### src/rtl/axi4lite_reg_slave.sv
// axi4lite_reg_slave: AXI4-Lite register bank with NUM_REGS registers of
// axi4_data_size bits. AW and W are buffered independently, so either can
// arrive first. All register contents are also exported flat on reg_q.
// Optional build macro: AXI4LITE_REG_SLAVE_PROT_EN. When defined, any access
// with prot[0]=0 (unprivileged) is rejected with SLVERR.
module axi4lite_reg_slave #(
    parameter int axi4_addr_size = 32,
    parameter int axi4_data_size = 64,
    parameter int NUM_REGS       = 16
) (
    input  logic                               clk,
    input  logic                               rst,
    input  logic                               s_axi4lite_aw_valid,
    output logic                               s_axi4lite_aw_ready,
    input  logic [axi4_addr_size-1:0]          s_axi4lite_aw_addr,
    input  logic [2:0]                         s_axi4lite_aw_prot,
    input  logic                               s_axi4lite_w_valid,
    output logic                               s_axi4lite_w_ready,
    input  logic [axi4_data_size-1:0]          s_axi4lite_w_data,
    input  logic [axi4_data_size/8-1:0]        s_axi4lite_w_strb,
    output logic                               s_axi4lite_b_valid,
    input  logic                               s_axi4lite_b_ready,
    output logic [1:0]                         s_axi4lite_b_resp,
    input  logic                               s_axi4lite_ar_valid,
    output logic                               s_axi4lite_ar_ready,
    input  logic [axi4_addr_size-1:0]          s_axi4lite_ar_addr,
    input  logic [2:0]                         s_axi4lite_ar_prot,
    output logic                               s_axi4lite_r_valid,
    input  logic                               s_axi4lite_r_ready,
    output logic [axi4_data_size-1:0]          s_axi4lite_r_data,
    output logic [1:0]                         s_axi4lite_r_resp,
    output logic [NUM_REGS*axi4_data_size-1:0] reg_q
);

    localparam int BL    = axi4_data_size / 8;
    localparam int BL_W  = $clog2(BL);
    localparam int IDX_W = $clog2(NUM_REGS);
    localparam logic [axi4_addr_size-1:0] ADDR_LIMIT = axi4_addr_size'(NUM_REGS * BL);
    localparam logic [1:0] RESP_OKAY   = 2'b00;
    localparam logic [1:0] RESP_SLVERR = 2'b10;

    typedef enum logic {WR_COLLECT, WR_RESP} wr_state_t;
    typedef enum logic {RD_IDLE, RD_RESP} rd_state_t;

    wr_state_t wr_state_reg, wr_state_next;
    rd_state_t rd_state_reg, rd_state_next;

    logic                      aw_full_reg;
    logic [axi4_addr_size-1:0] aw_addr_reg;
    logic                      w_full_reg;
    logic [axi4_data_size-1:0] w_data_reg;
    logic [BL-1:0]             w_strb_reg;
    logic [1:0]                b_resp_reg;
    logic [axi4_data_size-1:0] r_data_reg;
    logic [1:0]                r_resp_reg;
    logic [axi4_data_size-1:0] regs_reg [NUM_REGS];

    logic             aw_hs, w_hs, ar_hs, commit;
    logic             wr_ok, rd_ok;
    logic [IDX_W-1:0] wr_idx, rd_idx;

    assign aw_hs  = s_axi4lite_aw_valid && !aw_full_reg;
    assign w_hs   = s_axi4lite_w_valid && !w_full_reg;
    assign ar_hs  = s_axi4lite_ar_valid && (rd_state_reg == RD_IDLE);
    // A write commits only from COLLECT, so entries accepted during RESP wait.
    assign commit = (wr_state_reg == WR_COLLECT) && aw_full_reg && w_full_reg;
    assign wr_idx = aw_addr_reg[BL_W +: IDX_W];
    assign rd_idx = s_axi4lite_ar_addr[BL_W +: IDX_W];

`ifdef AXI4LITE_REG_SLAVE_PROT_EN
    logic aw_priv_reg;
    logic unused_prot;
    assign unused_prot = ^{s_axi4lite_aw_prot[2:1], s_axi4lite_ar_prot[2:1]};
    assign wr_ok = (aw_addr_reg < ADDR_LIMIT) && aw_priv_reg;
    assign rd_ok = (s_axi4lite_ar_addr < ADDR_LIMIT) && s_axi4lite_ar_prot[0];

    // Remember the privilege bit alongside the buffered write address.
    always_ff @(posedge clk) begin
        if (rst) begin
            aw_priv_reg <= 1'b0;
        end else if (aw_hs) begin
            aw_priv_reg <= s_axi4lite_aw_prot[0];
        end
    end
`else
    logic unused_prot;
    assign unused_prot = ^{s_axi4lite_aw_prot, s_axi4lite_ar_prot};
    assign wr_ok = (aw_addr_reg < ADDR_LIMIT);
    assign rd_ok = (s_axi4lite_ar_addr < ADDR_LIMIT);
`endif

    // State registers for the independent write and read FSMs.
    always_ff @(posedge clk) begin
        if (rst) begin
            wr_state_reg <= WR_COLLECT;
            rd_state_reg <= RD_IDLE;
        end else begin
            wr_state_reg <= wr_state_next;
            rd_state_reg <= rd_state_next;
        end
    end

    // Write FSM next state: collect both halves, then hold B until accepted.
    always_comb begin
        wr_state_next = wr_state_reg;
        case (wr_state_reg)
            WR_COLLECT: if (commit) wr_state_next = WR_RESP;
            WR_RESP:    if (s_axi4lite_b_ready) wr_state_next = WR_COLLECT;
            default:    wr_state_next = WR_COLLECT;
        endcase
    end

    // Read FSM next state: one outstanding read, held until R is accepted.
    always_comb begin
        rd_state_next = rd_state_reg;
        case (rd_state_reg)
            RD_IDLE: if (s_axi4lite_ar_valid) rd_state_next = RD_RESP;
            RD_RESP: if (s_axi4lite_r_ready) rd_state_next = RD_IDLE;
            default: rd_state_next = RD_IDLE;
        endcase
    end

    // AW and W single-entry buffers; both flags drop on the commit edge.
    always_ff @(posedge clk) begin
        if (rst) begin
            aw_full_reg <= 1'b0;
            aw_addr_reg <= '0;
            w_full_reg  <= 1'b0;
            w_data_reg  <= '0;
            w_strb_reg  <= '0;
        end else begin
            if (commit) begin
                aw_full_reg <= 1'b0;
                w_full_reg  <= 1'b0;
            end else begin
                if (aw_hs) begin
                    aw_full_reg <= 1'b1;
                    aw_addr_reg <= s_axi4lite_aw_addr;
                end
                if (w_hs) begin
                    w_full_reg <= 1'b1;
                    w_data_reg <= s_axi4lite_w_data;
                    w_strb_reg <= s_axi4lite_w_strb;
                end
            end
        end
    end

    // Register bank: byte-masked update on commit when the write is accepted.
    always_ff @(posedge clk) begin
        if (rst) begin
            for (int i = 0; i < NUM_REGS; i++) begin
                regs_reg[i] <= '0;
            end
        end else if (commit && wr_ok) begin
            for (int k = 0; k < BL; k++) begin
                if (w_strb_reg[k]) begin
                    regs_reg[wr_idx][k*8 +: 8] <= w_data_reg[k*8 +: 8];
                end
            end
        end
    end

    // Write response code captured on the commit edge.
    always_ff @(posedge clk) begin
        if (rst) begin
            b_resp_reg <= RESP_OKAY;
        end else if (commit) begin
            b_resp_reg <= wr_ok ? RESP_OKAY : RESP_SLVERR;
        end
    end

    // Read data capture; sampling the bank before its update gives old data
    // when a read and a write to the same register share an edge.
    always_ff @(posedge clk) begin
        if (rst) begin
            r_data_reg <= '0;
            r_resp_reg <= RESP_OKAY;
        end else if (ar_hs) begin
            r_data_reg <= rd_ok ? regs_reg[rd_idx] : '0;
            r_resp_reg <= rd_ok ? RESP_OKAY : RESP_SLVERR;
        end
    end

    // Flat export of every register.
    generate
        for (genvar gi = 0; gi < NUM_REGS; gi++) begin : g_reg_q
            assign reg_q[gi*axi4_data_size +: axi4_data_size] = regs_reg[gi];
        end
    endgenerate

    assign s_axi4lite_aw_ready = !aw_full_reg;
    assign s_axi4lite_w_ready  = !w_full_reg;
    assign s_axi4lite_b_valid  = (wr_state_reg == WR_RESP);
    assign s_axi4lite_b_resp   = b_resp_reg;
    assign s_axi4lite_ar_ready = (rd_state_reg == RD_IDLE);
    assign s_axi4lite_r_valid  = (rd_state_reg == RD_RESP);
    assign s_axi4lite_r_data   = r_data_reg;
    assign s_axi4lite_r_resp   = r_resp_reg;

endmodule
### config.mk
export PLATFORM = sky130hd
export DESIGN_NAME = axi4lite_reg_slave
export DESIGN_NICKNAME = d
export VERILOG_FILES = /design/src/rtl/axi4lite_reg_slave.sv
export SDC_FILE = /design/constraint.sdc
export NUM_CORES = 2
export LEC_CHECK = 0
export BUFFER_PORTS_ARGS = -buffer_cell sky130_fd_sc_hd__buf_2
export CAP_MARGIN = 20
export CORE_AREA = 2 2 481 483
export CTS_BUF_LIST = sky130_fd_sc_hd__clkbuf_16
export DETAILED_ROUTE_END_ITERATION = 16
export DIE_AREA = 0 0 483 485
export PLACE_DENSITY = 0.44
export SLEW_MARGIN = 20
export SYNTH_ARGS = -nofsm -noshare
export SYNTH_HDL_FRONTEND = slang
export SYNTH_SLANG_ARGS = --single-unit
### constraint.sdc
create_clock -name clk -period 2.26 [get_ports clk]
set_clock_uncertainty 0.05 [all_clocks]
set_input_delay 0.226 -clock clk [delete_from_list [all_inputs] [get_ports clk]]
set_output_delay 0.226 -clock clk [all_outputs]
set_load 0.01 [all_outputs]
Word level (Yosys, flattened, before mapping)
Memory sizes are Yosys's and may differ from the RTL's.
Cells that the tools add are included.
{"block": "totals", "in_bits": 149, "ram_bits": 1024, "ff_bits": 176, "wordCells": 74, "mem_count": 1, "output_inout_bits": 1097}
{"name": "regs_reg", "words": 16, "word_bits": 64, "read_ports": 17, "rd_clocked_by_memory_dff": 0, "write_ports": 16, "line_no": "56", "rtl": "logic [axi4_data_size-1:0] regs_reg [NUM_REGS];"}
{"block": "classes", "n_reduce_logical": 12, "n_bitwise": 3, "muxes": 46, "magnitude_cmp": 2}
{"cell": "two-way mux 64 bit", "n": 2}
{"cell": "less-than comparator 32 x 8 -> 1 bit, second input constant", "n": 2}
{"cell": "OR reduction 64 bit", "n": 1}
{"cell": "two-way mux 1 bit", "n": 38}
{"cell": "two-way mux 8 bit", "n": 1}
{"cell": "logical AND 1 bit", "n": 6}
{"cell": "two-way mux 2 bit", "n": 2}
{"cell": "two-way mux 4 bit", "n": 1}
{"cell": "one-hot mux 1 bit (2 select lines)", "n": 2}
{"cell": "AND reduction 2 bit", "n": 2}
{"cell": "NOT 1 bit", "n": 3}
{"cell": "logical NOT 1 bit", "n": 2}
{"cell": "OR reduction 2 bit", "n": 1}

Logic depth before layout (Yosys ltp)
{"block": "depth", "word_depth": 9, "mapped_depth": 8}

Worst setup path after synthesis
No wires, ideal clock.
{"block": "synth_timing", "path_type": "register to register", "from": "register wr_state_reg (netlist: s_axi4lite_b_valid)", "to": "memory regs_reg[12][0], enable pin", "path_buffers": 3, "synth_period_minus_slack_ns": 2.217, "arrival_ns": 1.841, "t_required_ns": 1.884, "path_stages_with_launch": 8, "setup_slack_ns": 0.043, "cell_sequence": "dfxtp_1 > and3b_1 > buf_2 > nand4_1 > buf_2 > nor3_1 > buf_2 > a21o_1"}
{"element": "start, declared", "line_no": "45", "rtl": "wr_state_t wr_state_reg, wr_state_next;"}
{"element": "start signal, assigned", "line_no": "98", "rtl": "wr_state_reg <= wr_state_next;"}
{"element": "end, declared", "line_no": "56"}

==> summary.md <==
| Metric | Value |
|---|---|
| Hold_sp | `s_axi4lite_ar_addr[3]` |
| WP data required | `~2.9 ns` |
| Vias in the first global route | `~44000` |
| Via/cell ratio | `5.07` |
| Share of cells above drive strength 1 | `between 30% and 40%` |
| Boundary pin count | `1246` |
| Die height | `485 um` |
| Crit path from | `aw_addr_reg[31]$_SDFFE_PP0P_` |
| Starting density of the core | `between 20 and 25%` |
| First-pass GRT wire length | `between 400000 and 500000 um` |
| Worst Path Max Fanout | `40` |
| CTS Sinks | `1195` |
| Dpl cell area | `around 66000 um2` |
| Chip width | `between 400 and 500 um` |
| Worst rel slew slack | `about a third` |
| Hold path endpoint | `s_axi4lite_r_data[23]$_SDFFE_PP0P_` |
| Fmax | `between 300 and 400 MHz` |
| Global route overflow | `0` |
| Vias | `between 40000 and 50000` |
| H-tree levels | `4` |
| CTS buffer count | `~150` |
| Setup crit end kind | `register` |
| Fill cells | `between 20000 and 25000` |
| Synth warnings | `0` |
| FF-to-FF End | `regs_reg[12][40]$_SDFFCE_PN0P_` |
| Pins Over Slew Limit | `0` |
| Clk_lat worst skew | `between 0.8 and 0.9 ns` |
| DRT iter0 DRCs | `5158` |
| Seq. cell area | `~34000 um2` |
| Full die area | `234000 um2` |
| Final instance area | `73000 um2` |
| Netlist cell types | `36` |
| Peak supply drop | `between 0.0007 and 0.0008 V` |
| Core area | `roughly 230000 um2` |
| TritonRoute pass-1 iters | `5` |
| Post-route setup slack | `-0.508 ns` |
| GRT Util Overall | `roughly a quarter` |
| DP HPWL | `242000 um` |
| Hold crit path type | `primary input to register` |
| Leakage | `slightly below 30 nW` |
| Wire per inst | `between 30 and 40 um` |
| Failing checks | `setup timing` |
| Nets | `about 6000` |
| CTS tree | `done` |
| Final Setup Violations | `~1200` |
| Initial antenna violation count | `34` |
| Total chip power | `roughly 55 mW` |
| Reg2reg start | `aw_addr_reg[31]$_SDFFE_PP0P_` |
| Number of flip-flops in the largest register | `between 1000 and 1500` |
| Synthesis-to-finish area growth | `40.0%` |
| CP Class | `register to register` |
| Synthesized flop and latch total | `approximately 1200` |
| Synthesized instance count | `around 4300` |
| CP startpoint kind | `register` |
| Final min period | `2.77 ns` |
| Multi-input gate area | `between 15000 and 20000 um2` |
| Netlist Area Pre-Place | `52100 um2` |
| Final hold viol count | `0` |
| CP Data Arrival Time | `~3.4 ns` |
| Largest net degree at the start of global routing | `between 40 and 50` |
| IO Port Bufs | `approximately 1200` |
| Post-Route WL | `~320000 um` |
| Rows | `176` |
| WHS Path Cells | `4` |
| Status | `finished with violations` |
| # Max-Cap Violations | `0` |
| Synth Area per Inst | `~12 um2` |
| PwrDens | `~750 nW/um2` |
| Routability cong. | `0.930` |
| Post-route clock period utilization | `122%` |
| R2R cell count | `8` |
| Max clock buf depth | `3` |
| Post-synthesis sequential area ratio | `between 60% and 70%` |
| Root Buffer | `clkbuf_16` |
| FF-to-FF setup slack | `-0.51 ns` |
| Clock-pin slew on the worst setup and hold paths | `0.06 ns` |
| RSZ-0062 raised after global routing | `true` |
| Worst Tran Pin Value | `around 0.98 ns` |
| Post-detailed-route count of antenna-violating nets | `0` |
| # DRC | `0` |
logic make-up (layout without fill, tap and decap cells):
group           after synthesis  after routing  synth area share [%]
mux                         512            512                  9.99
buf+inv                     422           2089                  3.75
compound gates              644            644                  9.05
flops                      1195           1195                  65.6
other cells                   1             17               0.00719
simple gates               1557           1557                  11.6
synthesized netlist by cell type (all sizes together):
library cell	instances	area, um2
a221oi	168	1470
nand4	5	43.8
and4	2	17.5
clkbuf	302	1130
conb	1	3.75
nor4b	1	8.76
or2	3	18.8
a211oi	26	195
nor4	10	62.6
dfxtp	171	3420
nor2	1136	4260
and3	12	75.1
a21oi	130	651
nand2	336	1260
a21o	64	480
nand2b	7	43.8
a31o	64	561
and2	1	6.26
a22oi	128	961
or3	1	6.26
and3b	1	8.76
nor3	12	60.1
o22ai	64	400
inv	5	18.8
buf	115	805
mux2	68	766
nor2b	15	93.8
mux2i	444	4440
edfxtp	1024	30700
or4	7	52.6
nand3	8	40.0
metal layers:
metal | GRT usage (%) | up-vias | share of wire [%]
li1 | - | 18800 | -
met1 | 32.7 | 23700 | 40
met2 | 42.5 | 2765 | 47
met3 | 6.69 | 509 | 8.9
met4 | 11.1 | 10 | 4.7
met5 | 0 | - | 0.018
power by group:
group / leakage (nW) / internal (mW) / total (mW) / switching, mW
combinational: 14.6 / 2.21 / 5.72 / 3.51
sequential: 12.0 / 24.6 / 25.5 / 0.894
clock: 2.45 / 13.3 / 23.8 / 10.4
total: 29.1 / 40.2 / 55.0 / 14.8
final cells by class:
cell class,count,share of cell area (%)
tap,3026,5.19
clock buffer,149,5.11
sequential,1195,46.8
timing repair buffer,1813,18.3
antenna,15,0.0514
inverter,5,0.0291
multi-input combinational,2715,23.1
clock inverter,122,1.39
critical path: stages (launching register included):
cell	delay [ns]
dfxtp_1	0.32
nor4_2	0.27
buf_4	0.15
nand4_1	0.31
buf_6	0.29
buf_4	0.14
or4_4	0.58
buf_12	0.20
nor2_1	0.18
per-stage QoR:
stage	cells	TNS [ns]	worst slack, ns	hold slack (ns)	utilization [%]
floorplan	4332	0	0.0429	0.276	-
CTS	9022	-421.04	-0.459	0.0757	31.6
finish	9040	-386.77	-0.508	0.152	31.9
global route	9031	-480.16	-0.488	0.141	31.9
global placement	8574	-754.79	-0.710	0.394	28.7
detailed placement	8574	-511.12	-0.568	0.397	28.7
cells in the final DEF (no fill, tap or decap), types with 5 or more instances in the layout:
master / n
buf_2: 1228
nor2_1: 1108
edfxtp_1: 1024
mux2i_1: 444
nand2_1: 333
buf_4: 216
buf_12: 177
dlygate4sd3_1: 176
a221oi_1: 168
dfxtp_1: 168
clkbuf_16: 151
a21oi_1: 130
a22oi_1: 128
mux2_2: 68
o22ai_1: 64
a21o_1: 63
a31o_4: 53
inv_1: 43
clkinv_1: 27
a211oi_1: 26
nor2_2: 23
clkinv_2: 20
diode_2: 15
a31o_2: 11
bufinv_16: 11
nor2b_1: 9
nor3_1: 8
and3_1: 8
nor4_1: 7
nand3_4: 7
or4_4: 7
inv_6: 6
clkinvlp_4: 6
buf_6: 6
nor2_4: 5
nor2b_4: 5
buf_16: 5
worst max-delay path by stage:
| stage | to | slack, ns | cells after the start |
|---|---|---|---|
| final | regs_reg[12][40]$_SDFFCE_PN0P_ | -0.51 | 8 |
| after global routing | regs_reg[12][40]$_SDFFCE_PN0P_ | -0.49 | 8 |
| after CTS | regs_reg[12][47]$_SDFFCE_PN0P_ | -0.46 | 8 |
| after detailed placement | regs_reg[2][46]$_SDFFCE_PN0P_ | -0.57 | 7 |
| after global placement | regs_reg[2][52]$_SDFFCE_PN0P_ | -0.71 | 8 |
| after floorplan | regs_reg[12][0]$_SDFFCE_PN0P_ | 0.04 | 7 |
timing repair:
| item | CTS | global route |
|---|---|---|
| setup endpoints to repair | 1551 | 1765 |
| hold endpoints to repair | 113 | 0 |
| hold buffers | 176 | 0 |
| setup buffers | 2 | 4 |
| gates cloned | 1 | 4 |
| pin swaps | 5 | 19 |
| gates resized for setup | 42 | 80 |
(Power assumes the default switching activity.)
